File: src/rtl/mem_port_arbiter.sv
// mem_port_arbiter
//   Shares one single-port data memory (1-cycle read latency, word
//   addressed, 2^ADDR_LEN x 32) between two requesters:
//     port 0 - CPU load/store unit
//     port 1 - result-check / DMA engine
//   Round-robin arbitration, optional exclusive lock for swap sequences,
//   and routing of read data back to the port that issued the read.
//
// Ports
//   clk, rst                  clock, asynchronous active-high reset
//   mN_req/we/lock/addr/wdata port N request (held until granted)
//   mN_gnt                    port N access accepted this cycle (combinational)
//   mN_rvalid/mN_rdata        port N read return, one cycle after the grant
//   mem_addr/wr_req/wr_data   memory drive
//   mem_rd_data               memory read data (one cycle after address)
module mem_port_arbiter #(
  parameter int ADDR_LEN = 11
) (
  input  logic                clk,
  input  logic                rst,
  input  logic                m0_req,
  input  logic                m0_we,
  input  logic                m0_lock,
  input  logic [ADDR_LEN-1:0] m0_addr,
  input  logic [31:0]         m0_wdata,
  output logic                m0_gnt,
  output logic                m0_rvalid,
  output logic [31:0]         m0_rdata,
  input  logic                m1_req,
  input  logic                m1_we,
  input  logic                m1_lock,
  input  logic [ADDR_LEN-1:0] m1_addr,
  input  logic [31:0]         m1_wdata,
  output logic                m1_gnt,
  output logic                m1_rvalid,
  output logic [31:0]         m1_rdata,
  output logic [ADDR_LEN-1:0] mem_addr,
  output logic                mem_wr_req,
  output logic [31:0]         mem_wr_data,
  input  logic [31:0]         mem_rd_data
);

  typedef enum logic [1:0] {
    IDLE  = 2'd0,
    LOCK0 = 2'd1,
    LOCK1 = 2'd2
  } state_t;

  state_t                state_q, state_d;
  logic                  last_q, last_d;      // port granted most recently
  logic [ADDR_LEN-1:0]   cnt_q, cnt_d;        // idle cycles spent in a lock
  logic [ADDR_LEN-1:0]   addr_q;
  logic [31:0]           wdata_q;
  logic                  rd_pend_q, rd_pend_d;
  logic                  rd_owner_q, rd_owner_d;
  logic [31:0]           rdata0_q, rdata1_q;

  logic                  gnt0, gnt1, any_gnt, win;
  logic                  sel_we, sel_lock;
  logic [ADDR_LEN-1:0]   sel_addr;
  logic [31:0]           sel_wdata;

  // Grant decision and next-state logic.
  always_comb begin
    gnt0       = 1'b0;
    gnt1       = 1'b0;
    state_d    = state_q;
    last_d     = last_q;
    cnt_d      = cnt_q;

    if (!rst) begin
      unique case (state_q)
        IDLE: begin
          if (m0_req && m1_req) begin
            // Conflict: the port that did not win last time goes first.
            gnt0 = last_q;
            gnt1 = ~last_q;
          end else begin
            gnt0 = m0_req;
            gnt1 = m1_req;
          end
        end
        LOCK0:   gnt0 = m0_req;
        LOCK1:   gnt1 = m1_req;
        default: ;
      endcase
    end

    any_gnt   = gnt0 | gnt1;
    win       = gnt1;
    sel_we    = win ? m1_we    : m0_we;
    sel_lock  = win ? m1_lock  : m0_lock;
    sel_addr  = win ? m1_addr  : m0_addr;
    sel_wdata = win ? m1_wdata : m0_wdata;

    if (any_gnt) begin
      last_d  = win;
      cnt_d   = '0;
      state_d = sel_lock ? (win ? LOCK1 : LOCK0) : IDLE;
    end else if (state_q != IDLE) begin
      // Owner went quiet while holding the lock: give up after 2^ADDR_LEN
      // cycles so the other port cannot be starved forever.
      if (cnt_q == '1) begin
        state_d = IDLE;
        cnt_d   = '0;
      end else begin
        cnt_d = cnt_q + ADDR_LEN'(1);
      end
    end

    rd_pend_d  = any_gnt & ~sel_we;
    rd_owner_d = win;
  end

  // Memory drive: address/data held from the last cycle when nobody is
  // granted, and the write strobe only ever comes from a granted access.
  assign mem_addr    = any_gnt ? sel_addr  : addr_q;
  assign mem_wr_data = any_gnt ? sel_wdata : wdata_q;
  assign mem_wr_req  = any_gnt & sel_we;

  assign m0_gnt    = gnt0;
  assign m1_gnt    = gnt1;
  assign m0_rvalid = rd_pend_q & ~rd_owner_q;
  assign m1_rvalid = rd_pend_q &  rd_owner_q;
  // Read data passes straight through in the return cycle and is held after.
  assign m0_rdata  = m0_rvalid ? mem_rd_data : rdata0_q;
  assign m1_rdata  = m1_rvalid ? mem_rd_data : rdata1_q;

  always_ff @(posedge clk or posedge rst) begin
    if (rst) begin
      state_q    <= IDLE;
      last_q     <= 1'b1;
      cnt_q      <= '0;
      addr_q     <= '0;
      wdata_q    <= '0;
      rd_pend_q  <= 1'b0;
      rd_owner_q <= 1'b0;
      rdata0_q   <= '0;
      rdata1_q   <= '0;
    end else begin
      state_q    <= state_d;
      last_q     <= last_d;
      cnt_q      <= cnt_d;
      addr_q     <= mem_addr;
      wdata_q    <= mem_wr_data;
      rd_pend_q  <= rd_pend_d;
      rd_owner_q <= rd_owner_d;
      rdata0_q   <= m0_rdata;
      rdata1_q   <= m1_rdata;
    end
  end

endmodule

File: config.mk
export PLATFORM = sky130hd
export DESIGN_NAME = mem_port_arbiter
export DESIGN_NICKNAME = d
export VERILOG_FILES = /design/src/rtl/mem_port_arbiter.sv
export SDC_FILE = /design/constraint.sdc
export NUM_CORES = 1
export LEC_CHECK = 0
export BUFFER_PORTS_ARGS = -buffer_cell sky130_fd_sc_hd__clkbuf_2
export CORE_ASPECT_RATIO = 0.8
export CORE_MARGIN = 5
export CORE_UTILIZATION = 26
export CTS_BUF_LIST = sky130_fd_sc_hd__clkbuf_2 sky130_fd_sc_hd__clkbuf_4 sky130_fd_sc_hd__clkbuf_8
export DETAILED_ROUTE_END_ITERATION = 16
export PLACE_DENSITY = 0.58
export SYNTH_ARGS = -nofsm -noshare
export SYNTH_HDL_FRONTEND = slang
export SYNTH_SLANG_ARGS = --single-unit
File: constraint.sdc
create_clock -name clk -period 5 [get_ports clk]
set_clock_uncertainty 0.1 [all_clocks]
set_input_delay 0.75 -clock clk [delete_from_list [all_inputs] [get_ports clk]]
set_output_delay 0.75 -clock clk [all_outputs]
set_load 0.05 [all_outputs]
# After elaboration in Yosys (flattened, before gate mapping)

Cells that the tools add are included.

Input bits: 126
Flip-flop bits (word level): 123
Word-level logic and storage cells: 49
Output and inout bits: 112

Add/sub/neg operators: 1
Bitwise gates (word level): 8
Eq/ne operators: 3
Reductions and logical operators: 6
Multiplexer cells: 22

Operators with widths:

| operator                | number |
|---|---|
| $mux W32                | 4 |
| $mux W11                | 5 |
| $add A11 B1 Y11 const B | 1 |
| $eq A11 B11 Y1 const B  | 1 |
| $mux W2                 | 5 |
| $mux W1                 | 6 |
| $reduce_bool A2 Y1      | 3 |
| $and A1 B1 Y1           | 4 |
| $pmux W1 S2             | 2 |
| $not A1 Y1              | 3 |
| $eq A2 B1 Y1 const B    | 1 |
| $eq A2 B2 Y1 const B    | 1 |
| $logic_not A2 Y1        | 1 |
| $reduce_and A2 Y1       | 1 |
| $logic_and A1 B1 Y1     | 1 |
| $or A1 B1 Y1            | 1 |

# Longest topological paths before layout

Gate-level depths: netlist of the first run.

Word-level depth: 7
Depth in mapped cells: 6
Gate-level depth less buffers: 5

# Least setup slack after synthesis of the first run

Ideal clock, no wire load.

Kind: input to output
Start point: in rst
End point: out mem_wr_data[23]
Path slack: -0.944 ns
Required time: 4.150 ns
Buffers on the path: 2
Data arrival time: 5.094 ns
Stages: 6
Path through: inv_1 -> o2111a_1 -> buf_6 -> buf_6 -> mux2i_1 -> a21oi_1

Cells in the longest elaborated chain, start to end: 3
Elaborated cells between the ends (all ways): 5
Classes of those cells: mux (4); bitwise (1)

Ends and longest elaborated chain:

| element      | RTL line | RTL |
|---|---|---|
| from (decl)  | 20       | `input logic rst,` |
| $mux W1      | 71       | `if (!rst) begin` |
| via m0_gnt   | 26       | `output logic m0_gnt,` |
| $or A1 B1 Y1 | 89       | `any_gnt = gnt0 \| gnt1;` |
| $mux W32     | 118      | `assign mem_wr_data = any_gnt ? sel_wdata : wdata_q;` |
| to (decl)    | 39       | `output logic [31:0] mem_wr_data,` |

The timed path passes the listed nets, and every way through them passes these cells.

# Worst setup path in the final report of the first run

Start point: reg last_q
End point: out mem_addr[0]

Cells in the longest elaborated chain, start to end: 6
Elaborated cells between the ends (all ways): 10
Classes of those cells: mux (8); bitwise (2)

Ends and longest elaborated chain:

| element                                  | RTL line | RTL |
|---|---|---|
| from (decl)                              | 50       | `logic last_q, last_d;` |
| from (signal assigned)                   | 142      | `last_q <= last_d;` |
| $not A1 Y1                               | 77       | `gnt1 = ~last_q;` |
| $mux W1                                  | 74       | `if (m0_req && m1_req) begin` |
| $pmux W1 S2                              | 72       | `unique case (state_q)` |
| $mux W1                                  | 71       |  |
| $mux W11 or $or A1 B1 Y1 (tied branches) | 93, 89   |  |
| $mux W11 (*)                             | 117      | `assign mem_addr = any_gnt ? sel_addr : addr_q;` |
| to (decl)                                | 37       | `output logic [ADDR_LEN-1:0] mem_addr,` |

Every way passes the cells marked *; elsewhere a longest branch is shown, timed or not.

==> flow_summary.yaml, run 1 <==
setup_path:
  rr_worst_depth: 4
  reg2reg_from: "last_q"
  worst-setup-path-type: "reg2out"
  cp-start-kind: "flop"
  reg2reg_to: "addr_q[3]"
  crit_end: "mem_addr[0]"
  r2r_setup_slack_ns: 2.79
  worstPathRequired_ns: 4.15
  crit_path_max_fanout: 47
  end_kind: "primary output"
  crit_arrival_ns: 2.73
  startpoint: "last_q"
synthesis:
  ys_ff_latch: 123
  synth_cell_type_count: 36
  seq_area_frac_synth: 0.5836
  yosys.area_share.simple: 0.06972
  synth_compound_gate_area_share: 0.07944
  synth.avg_cell_area_sq_um: 12.56
  synth_enable_flop_cells: 0
  synth_fp_nets: 547
  synth_top_family_by_area: "multiplexers"
  synth-xor-area-share: 0
  synth_flop_cell: "dfrtp_1"
  yosysWarnings: 0
  synth_area_sq_mm: 0.005276
  async_reset_ff_frac: 1.000
  syn_inst: 420
  synthMuxAreaShare: 0.2220
  synth_fa_ha_area_frac: 0.002371
sta:
  fmax_ghz: 0.2796
  finalSetupViolCount: 0
  timing.setup.tns_ns: 0
  fin_crit_sh: 0.7153
  hold_viol: 0
  period_minus_slack_ns: 3.577
  drv_slew: 0
  tightest_slew_ns: 0.9659
  slew_headroom: 0.3561
  rsz0062_at_grt: "no"
cells_and_area:
  antennaDiodeCount: 0
  layout_common_cells: "237 x clkbuf_2, 122 x dfrtp_1, 64 x mux2_2, 49 x nor2_1, 45 x mux2i_1"
  area_delta_synth_final_pct: 36.57
  final_common_cell: "clkbuf_2"
  final_cell_area_sq_mm: 0.007206
  layout-drive-gt1-share: 0.5770
  fin_nets: 783
  fin_util: 0.3618
  fillerInstances: 2018
clock_tree:
  cts_made_buffers: 17
  cts.path.max_buffers: 2
  hold_buffers: 0
  cts_setup_buffers: 0
  cts_tree: "done"
  cts-resized-gates: 0
  clk_latency_ns: 0.43
  clkTransAtPathRegs_ns: 0.09
  h-tree-depth: 4
  cts_sinks: 123
  cts-root-buf: "clkbuf_8"
worst_hold_path:
  min_path_type: "reg2reg"
global_route:
  first_global_vias: 4334
  grt_pass1_wl_um: 22790
  grt_usage: 0.1239
  grt_start_max_net_pins: 71
  antenna_found_initial: 0
  grt_overflow: 0
floorplan:
  io_pins: 238
  fp.dieArea_sq_mm: 0.02326
  die_w_um: 169.3
  rows: 46
  core-area_sq_mm: 0.01991
  die-height_um: 137.4
  initial_core_util: 0.2650
route:
  wl_per_cell_um: 15.27
  dr.pass1.iters: 4
  drt_iter0_drc: 160
  via_per_inst: 4.369
  ant_nets: 0
  via_count: 4076
  drcViolationCount: 0
  routed_wirelength_um: 14250
power:
  power_density_mw_per_mm2: 657.4
  p_leak_nw: 3.419
  ir_drop_mv: 0.2515
  fin_total_pwr_w: 0.004737
place:
  place_congestion: 0.7404
  placed_area_sq_mm: 0.006829
  dpl.hpwl_um: 10420
  numPortBuffers: 237
job:
  maxCapViolCount: 0
status:
  status: "complete, no violations"
[power by group]
group / switching (W) / internal [W] / leakage [nW] / total [W]
Combinational: 0.00182 / 0.000607 / 1.78 / 0.00243
Sequential: 0.0000989 / 0.00136 / 1.44 / 0.00145
Clock: 0.000444 / 0.000409 / 0.197 / 0.000852
[cells in the mapped netlist (2+ instances only)]
| library cell | instances | area, sq um |
|---|---|---|
| nand2b_1 | 2 | 12.51 |
| a41oi_1 | 3 | 26.28 |
| a32oi_1 | 2 | 17.52 |
| buf_6 | 9 | 101.4 |
| mux2_2 | 64 | 720.7 |
| mux2i_1 | 45 | 450.4 |
| o22ai_1 | 2 | 12.51 |
| dfrtp_1 | 122 | 3053 |
| nor2_1 | 49 | 183.9 |
| buf_2 | 8 | 40.04 |
| a31oi_1 | 4 | 25.02 |
| a21oi_1 | 46 | 230.2 |
| inv_1 | 11 | 41.29 |
| o21ai_0 | 7 | 35.03 |
| and4_1 | 2 | 17.52 |
| nand3_1 | 6 | 30.03 |
| nand4_1 | 2 | 12.51 |
| a32o_1 | 2 | 20.02 |
| clkbuf_1 | 8 | 30.03 |
| nand2_1 | 10 | 37.54 |
[final cells by class]
class / count / area, sq um / share of cell area
multi-input combinational: 260 / 2118 / 0.2940
clock inverter: 14 / 135.1 / 0.01875
tap: 264 / 330.3 / 0.04584
sequential: 123 / 3079 / 0.4273
timing repair buffer: 243 / 1256 / 0.1743
inverter: 11 / 45.04 / 0.006251
clock buffer: 18 / 241.5 / 0.03351
[critical path, stage by stage (launching register included)]
cell	delay, ns
dfstp_2	0.55
a311o_2	0.83
buf_12	0.33
nor2_1	0.07
a21oi_1	0.18
clkbuf_2	0.31
[worst min path at each step]
| stage | startpoint | to | slack [ns] | depth (start not counted) |
|---|---|---|---|---|
| 6_report | rdata1_q[18] | rdata1_q[18] | 0.40 | 1 |
| 5_1_grt | rdata1_q[18] | rdata1_q[18] | 0.41 | 1 |
| 4_1_cts | rdata1_q[18] | rdata1_q[18] | 0.40 | 1 |
| 3_5_place_dp | rdata1_q[18] | rdata1_q[18] | 0.38 | 1 |
| 3_3_place_gp | rdata1_q[8] | rdata1_q[8] | 0.38 | 1 |
| 2_1_floorplan | last_q | last_q | 0.37 | 2 |
[per-stage QoR]
stage               setup WS [ns]  hold slack [ns]  cells
floorplan                  0.1019           0.3654    420
finish                      1.423           0.3953    933
global route                1.143           0.4053    933
global placement            1.468           0.3772    901
CTS                         1.330           0.4010    933
detailed placement          1.450           0.3819    901
[cells by family (layout without fill, tap and decap cells)]
| kind of cell | Yosys count | after routing |
|---|---|---|
| compound gates | 72 | 72 |
| fa+ha+maj | 1 | 1 |
| buf+inv | 37 | 286 |
| flops | 123 | 123 |
| mux | 109 | 109 |
| simple gates | 78 | 78 |
[metal layers]
| metal | GRT usage | wire (um) | vias up |
|---|---|---|---|
| li1 | - | - | 1973 |
| met2 | 0.2106 | 7199 | 111 |
| met3 | 0.03586 | 773 | 11 |
| met5 | 0 | 0 | - |
| met4 | 0.03889 | 176 | 0 |
| met1 | 0.1530 | 6099 | 1981 |
[registers in the layout (all words and copies together) (netlist names)]
signal,count
rdata1_q,32
wdata_q,32
last_q,1
cnt_q,11
rdata0_q,32
state_q,2
rd_pend_q,1
addr_q,11
rd_owner_q,1
Note: power is estimated with default switching activity, not from simulation.
==> run 2: changes to the inputs <==
Settings changed: PLACE_DENSITY 0.58 to 0.56.
Clock period 5 ns to 3.5 ns, I/O delays scaled along.
==> run 2 against run 1 <==
Total power grew 48%; clock-buffer cell count grew 3; largest cell class unchanged; critical path depth is the same; non-clock buffer count grew 2; via count grew 1.7%; final cell count grew 0.11%; critical path type unchanged; die area is the same; worst setup slack lost 1.1 ns; largest power group unchanged; critical endpoint is now mem_wr_data[15].
==> flow_summary.yaml, run 2 (synthesized netlist as in run 1, its figures left out) <==
status:
  status: "complete, no violations"
cells_and_area:
  seq_area_sq_mm: 0.003079
  top_regs: "rdata0_q x32, rdata1_q x32, wdata_q x32"
  multiInputGateArea_sq_mm: 0.002460
  fin_util: 0.3816
  final_common_cell: "clkbuf_2"
  layout-drive-gt1-share: 0.5851
  fillerInstances: 1956
  fin_cells: 934
  antennaDiodeCount: 0
  fin_nets: 785
  area_delta_synth_final_pct: 44.01
  layout_common_cells: "237 x clkbuf_2, 122 x dfrtp_1, 64 x mux2_2, 49 x nor2_1, 45 x mux2i_1"
clock_tree:
  cts-root-buf: "clkbuf_8"
  clk_latency_ns: 0.42
  h-tree-depth: 4
  cts_made_buffers: 17
  cts-resized-gates: 0
  cts_tree: "done"
  clkTransAtPathRegs_ns: 0.07
  cts_sinks: 123
  cts.path.max_buffers: 2
  hold_buffers: 0
  cts_setup_buffers: 0
sta:
  rsz0062_at_grt: "no"
  tightest_slew_ns: 0.8813
  hold_viol: 0
  timing.setup.tns_ns: 0
  fmax_ghz: 0.3139
  finalSetupViolCount: 0
  slew_headroom: 0.4125
  drv_slew: 0
  period_minus_slack_ns: 3.186
  fin_crit_sh: 0.9103
global_route:
  grt_overflow: 0
  antenna_found_initial: 0
  first_global_vias: 4538
  grt_pass1_wl_um: 23700
  grt_start_max_net_pins: 69
  grt_usage: 0.1276
setup_path:
  cp_num_buf_inv: 2
  crit_path_top_delay_cell: "a311o_2"
  worst-setup-path-type: "reg2out"
  end_kind: "primary output"
  crit_path_max_fanout: 37
  slowest_delay_ns: 0.62
  crit_arrival_ns: 2.56
  cp_cell_sequence: "a311o_2, buf_12, nor2_1, a21oi_4, clkbuf_2"
  worstPathRequired_ns: 2.87
  cp-start-kind: "flop"
  crit_family: "compound AO/OA/AOI/OAI gates"
power:
  switching_share: 0.4898
  p_leak_nw: 3.511
  ir_drop_mv: 0.4803
  fin_total_pwr_w: 0.007035
  internal_power_w: 0.003589
  clkPwrFrac: 0.180
  power_density_mw_per_mm2: 925.8
  sequentialPowerShare: 0.297
  combPwrFrac: 0.523
  power.net_switching_w: 0.003446
route:
  ant_nets: 0
  dr.pass1.iters: 4
  drt_iter0_drc: 188
  highest_layer: "met4"
  wl_met1_um: 6453
  routed_wirelength_um: 14680
  wl_met3_um: 1258
  wl_per_cell_um: 15.71
  drcViolationCount: 0
  dr_wl_met2_um: 6795
  via_per_inst: 4.437
  via_count: 4144
place:
  place_inst: 903
  dpl.hpwl_um: 11070
  numPortBuffers: 237
  place_congestion: 0.7517
floorplan:
  die-height_um: 137.4
  rows: 46
  core-area_sq_mm: 0.01991
  die_w_um: 169.3
  initial_core_util: 0.2650
  fp.dieArea_sq_mm: 0.02326
  io_pins: 238
worst_hold_path:
  min_path_type: "in2reg"
job:
  maxCapViolCount: 0
## run 2: cell count changes in the layout (fill, tap and decap cells not counted), sizes merged
cell      change
inv           -5
clkinv        -4
clkinvlp      +4
clkbuf        +3
buf           +2
bufinv        +1
## run 2: cell type report
type | instances | share of cell area
tap | 264 | 0.04347
clock buffer | 21 | 0.03721
sequential | 123 | 0.4052
clock inverter | 10 | 0.01548
inverter | 11 | 0.005928
multi-input combinational | 260 | 0.3237
timing repair buffer | 245 | 0.1689
## run 2: worst paths after layout
kind / from / slack, ns / end / cells after the start
worst max-delay path: last_q / 0.31 / mem_wr_data[15] / 5
worst min-delay path: m0_lock / 0.23 / state_q[0] / 2
worst max register to register: state_q[0] / 1.48 / wdata_q[18] / 5
worst min register to register: rdata1_q[10] / 0.40 / rdata1_q[10] / 1
max in group asynchronous: rst / 1.66 / cnt_q[9] / 4
min in group asynchronous: rst / 0.33 / cnt_q[3] / 3
## run 2: worst register-to-register path: stages, from the launching register on
cell and delay [ns]:
dfrtp_1 0.41, nand2b_4 0.16, a311o_2 0.61, buf_12 0.33, nor2_1 0.24, a21oi_4 0.05
## run 2: per-layer routing
metal / global-route usage / vias up
met2: 0.2022 / 166
li1: - / 1966
met1: 0.1623 / 1999
met4: 0.03710 / 0
met3: 0.05049 / 13
met5: 0 / -
## run 2: stage by stage
step,instance area (sq um),hold slack [ns],worst slack (ns)
4_1_cts,7599,0.1893,0.2523
3_3_place_gp,7198,0.3770,0.6940
2_1_floorplan,5773,0.3654,-0.6175
5_1_grt,7599,0.1819,0.1645
3_5_place_dp,7198,0.3815,0.6228
6_report,7599,0.2265,0.3141
## run 2: power by group through the flow
| stage | logic, W | clock network [W] | registers, W |
|---|---|---|---|
| 5_1_grt | 0.00387 | 0.00140 | 0.00214 |
| 6_report | 0.00368 | 0.00127 | 0.00209 |
| 2_1_floorplan | 0.00299 | 0 | 0.00207 |
| 3_3_place_gp | 0.00366 | 0 | 0.00209 |
| 4_1_cts | 0.00372 | 0.00133 | 0.00209 |
| 3_5_place_dp | 0.00371 | 0 | 0.00211 |
==> run 3: changes to the inputs <==
Clock period 3.5 ns to 4 ns, I/O delays scaled along.
==> run 3 against run 2 <==
Die area is the same; clock-buffer cell count shrank 1; cell area decreased by 0.38%; global-route usage shrank 0.13 points; critical path depth unchanged; sequential power fell by 13%; combinational power shrank 13%; sequential share of layout area rose by 0.15 points.
==> flow_summary.yaml, run 3 (synthesized netlist as in run 1, its figures left out) <==
clock_tree:
  clk_latency_ns: 0.43
  cts.path.max_buffers: 2
  cts-root-buf: "clkbuf_8"
  clkTransAtPathRegs_ns: 0.08
  cts_sinks: 123
  h-tree-depth: 4
  cts_tree: "done"
  cts_made_buffers: 17
  cts_setup_buffers: 0
  hold_buffers: 0
  cts-resized-gates: 0
setup_path:
  end_kind: "primary output"
  worstPathRequired_ns: 3.30
  worst-setup-path-type: "reg2out"
  crit_path_top_delay_cell: "a311o_2"
  cp-start-kind: "flop"
  r2r_setup_slack_ns: 1.97
  slowest_delay_ns: 0.60
  crit_arrival_ns: 2.59
  cp_cell_sequence: "a311o_2, buf_4, nor2_1, a21oi_4, clkbuf_2"
  crit_path_max_fanout: 19
power:
  fin_total_pwr_w: 0.006085
  ir_drop_mv: 0.3850
  power_density_mw_per_mm2: 803.9
  p_leak_nw: 3.488
floorplan:
  initial_core_util: 0.2650
  die_w_um: 169.3
  core-area_sq_mm: 0.01991
  die-height_um: 137.4
  fp.dieArea_sq_mm: 0.02326
  rows: 46
  io_pins: 238
job:
  maxCapViolCount: 0
route:
  drcViolationCount: 0
  drt_iter0_drc: 170
  routed_wirelength_um: 14620
  ant_nets: 0
  via_per_inst: 4.413
  via_count: 4126
  dr.pass1.iters: 4
  wl_per_cell_um: 15.63
global_route:
  grt_overflow: 0
  grt_pass1_wl_um: 23310
  grt_start_max_net_pins: 69
  antenna_found_initial: 0
  first_global_vias: 4447
  grt_usage: 0.1263
place:
  place_congestion: 0.7835
  placed_area_sq_mm: 0.007186
  pre_cts_slack_ns: 0.9485
  dpl.hpwl_um: 11040
  numPortBuffers: 237
sta:
  finalSetupViolCount: 0
  whs_ns: 0.2876
  tightest_slew_ns: 0.8869
  fin_crit_sh: 0.8220
  hold_viol: 0
  rsz0062_at_grt: "no"
  timing.setup.tns_ns: 0
  fmax_ghz: 0.3041
  final.setup.worst_slack_ns: 0.7118
  period_minus_slack_ns: 3.288
  drv_slew: 0
  slew_headroom: 0.4088
cells_and_area:
  fin_nets: 785
  final_common_cell: "clkbuf_2"
  layout_common_cells: "237 x clkbuf_2, 122 x dfrtp_1, 64 x mux2_2, 49 x nor2_1, 45 x mux2i_1"
  antennaDiodeCount: 0
  layout-drive-gt1-share: 0.5857
  area_delta_synth_final_pct: 43.47
  fillerInstances: 1978
  top_regs: "rdata0_q x32, rdata1_q x32, wdata_q x32"
  final_cell_area_sq_mm: 0.007570
  seq_area_sq_mm: 0.003079
  multiInputGateArea_sq_mm: 0.002460
worst_hold_path:
  min_path_type: "in2reg"
status:
  status: "complete, no violations"
## run 3: critical path: cells and delay by family, from the launching register on
family,cells,cell delay [ns]
and+or+nand+nor,1,0.13
buffers and inverters,2,0.73
AOI/OAI and AO/OA,2,0.73
DFF,1,0.54
## run 3: final cells by class
class | count | area share
Sequential cell | 123 | 0.4068
Multi-Input combinational cell | 260 | 0.3250
Timing Repair Buffer | 245 | 0.1679
Tap cell | 264 | 0.04364
Clock buffer | 20 | 0.03554
Clock inverter | 12 | 0.01521
Inverter | 11 | 0.005950
## run 3: per-layer routing
| layer | wire length [um] | track usage |
|---|---|---|
| met2 | 6773 | 0.2031 |
| met3 | 1183 | 0.04819 |
| met4 | 270 | 0.04470 |
| met5 | 0 | 0 |
| met1 | 6390 | 0.1562 |
## run 3: final timing paths
check                             start         endpoint  cells past startpoint
max reg2reg                      last_q      wdata_q[24]                      4
min in group asynchronous           rst       state_q[0]                      3
max                              last_q  mem_wr_data[24]                      5
max in group asynchronous           rst       rd_owner_q                      4
min                             m0_lock       state_q[0]                      2
min reg2reg                rdata1_q[16]     rdata1_q[16]                      1
## run 3: per-stage QoR
| stage | utilization | cells |
|---|---|---|
| after floorplan | - | 420 |
| after global placement | 0.3608 | 903 |
| after detailed placement | 0.3608 | 903 |
| after CTS | 0.3801 | 935 |
| after global routing | 0.3801 | 935 |
| final | 0.3801 | 935 |
## run 3: where the power goes
group	switching (W)	leakage, nW	total [W]	internal [W]
logic	0.00238	1.87	0.00321	0.000834
registers	0.000127	1.44	0.00182	0.00170
clock network	0.000518	0.177	0.00105	0.000534
total	0.00302	3.49	0.00609	0.00306
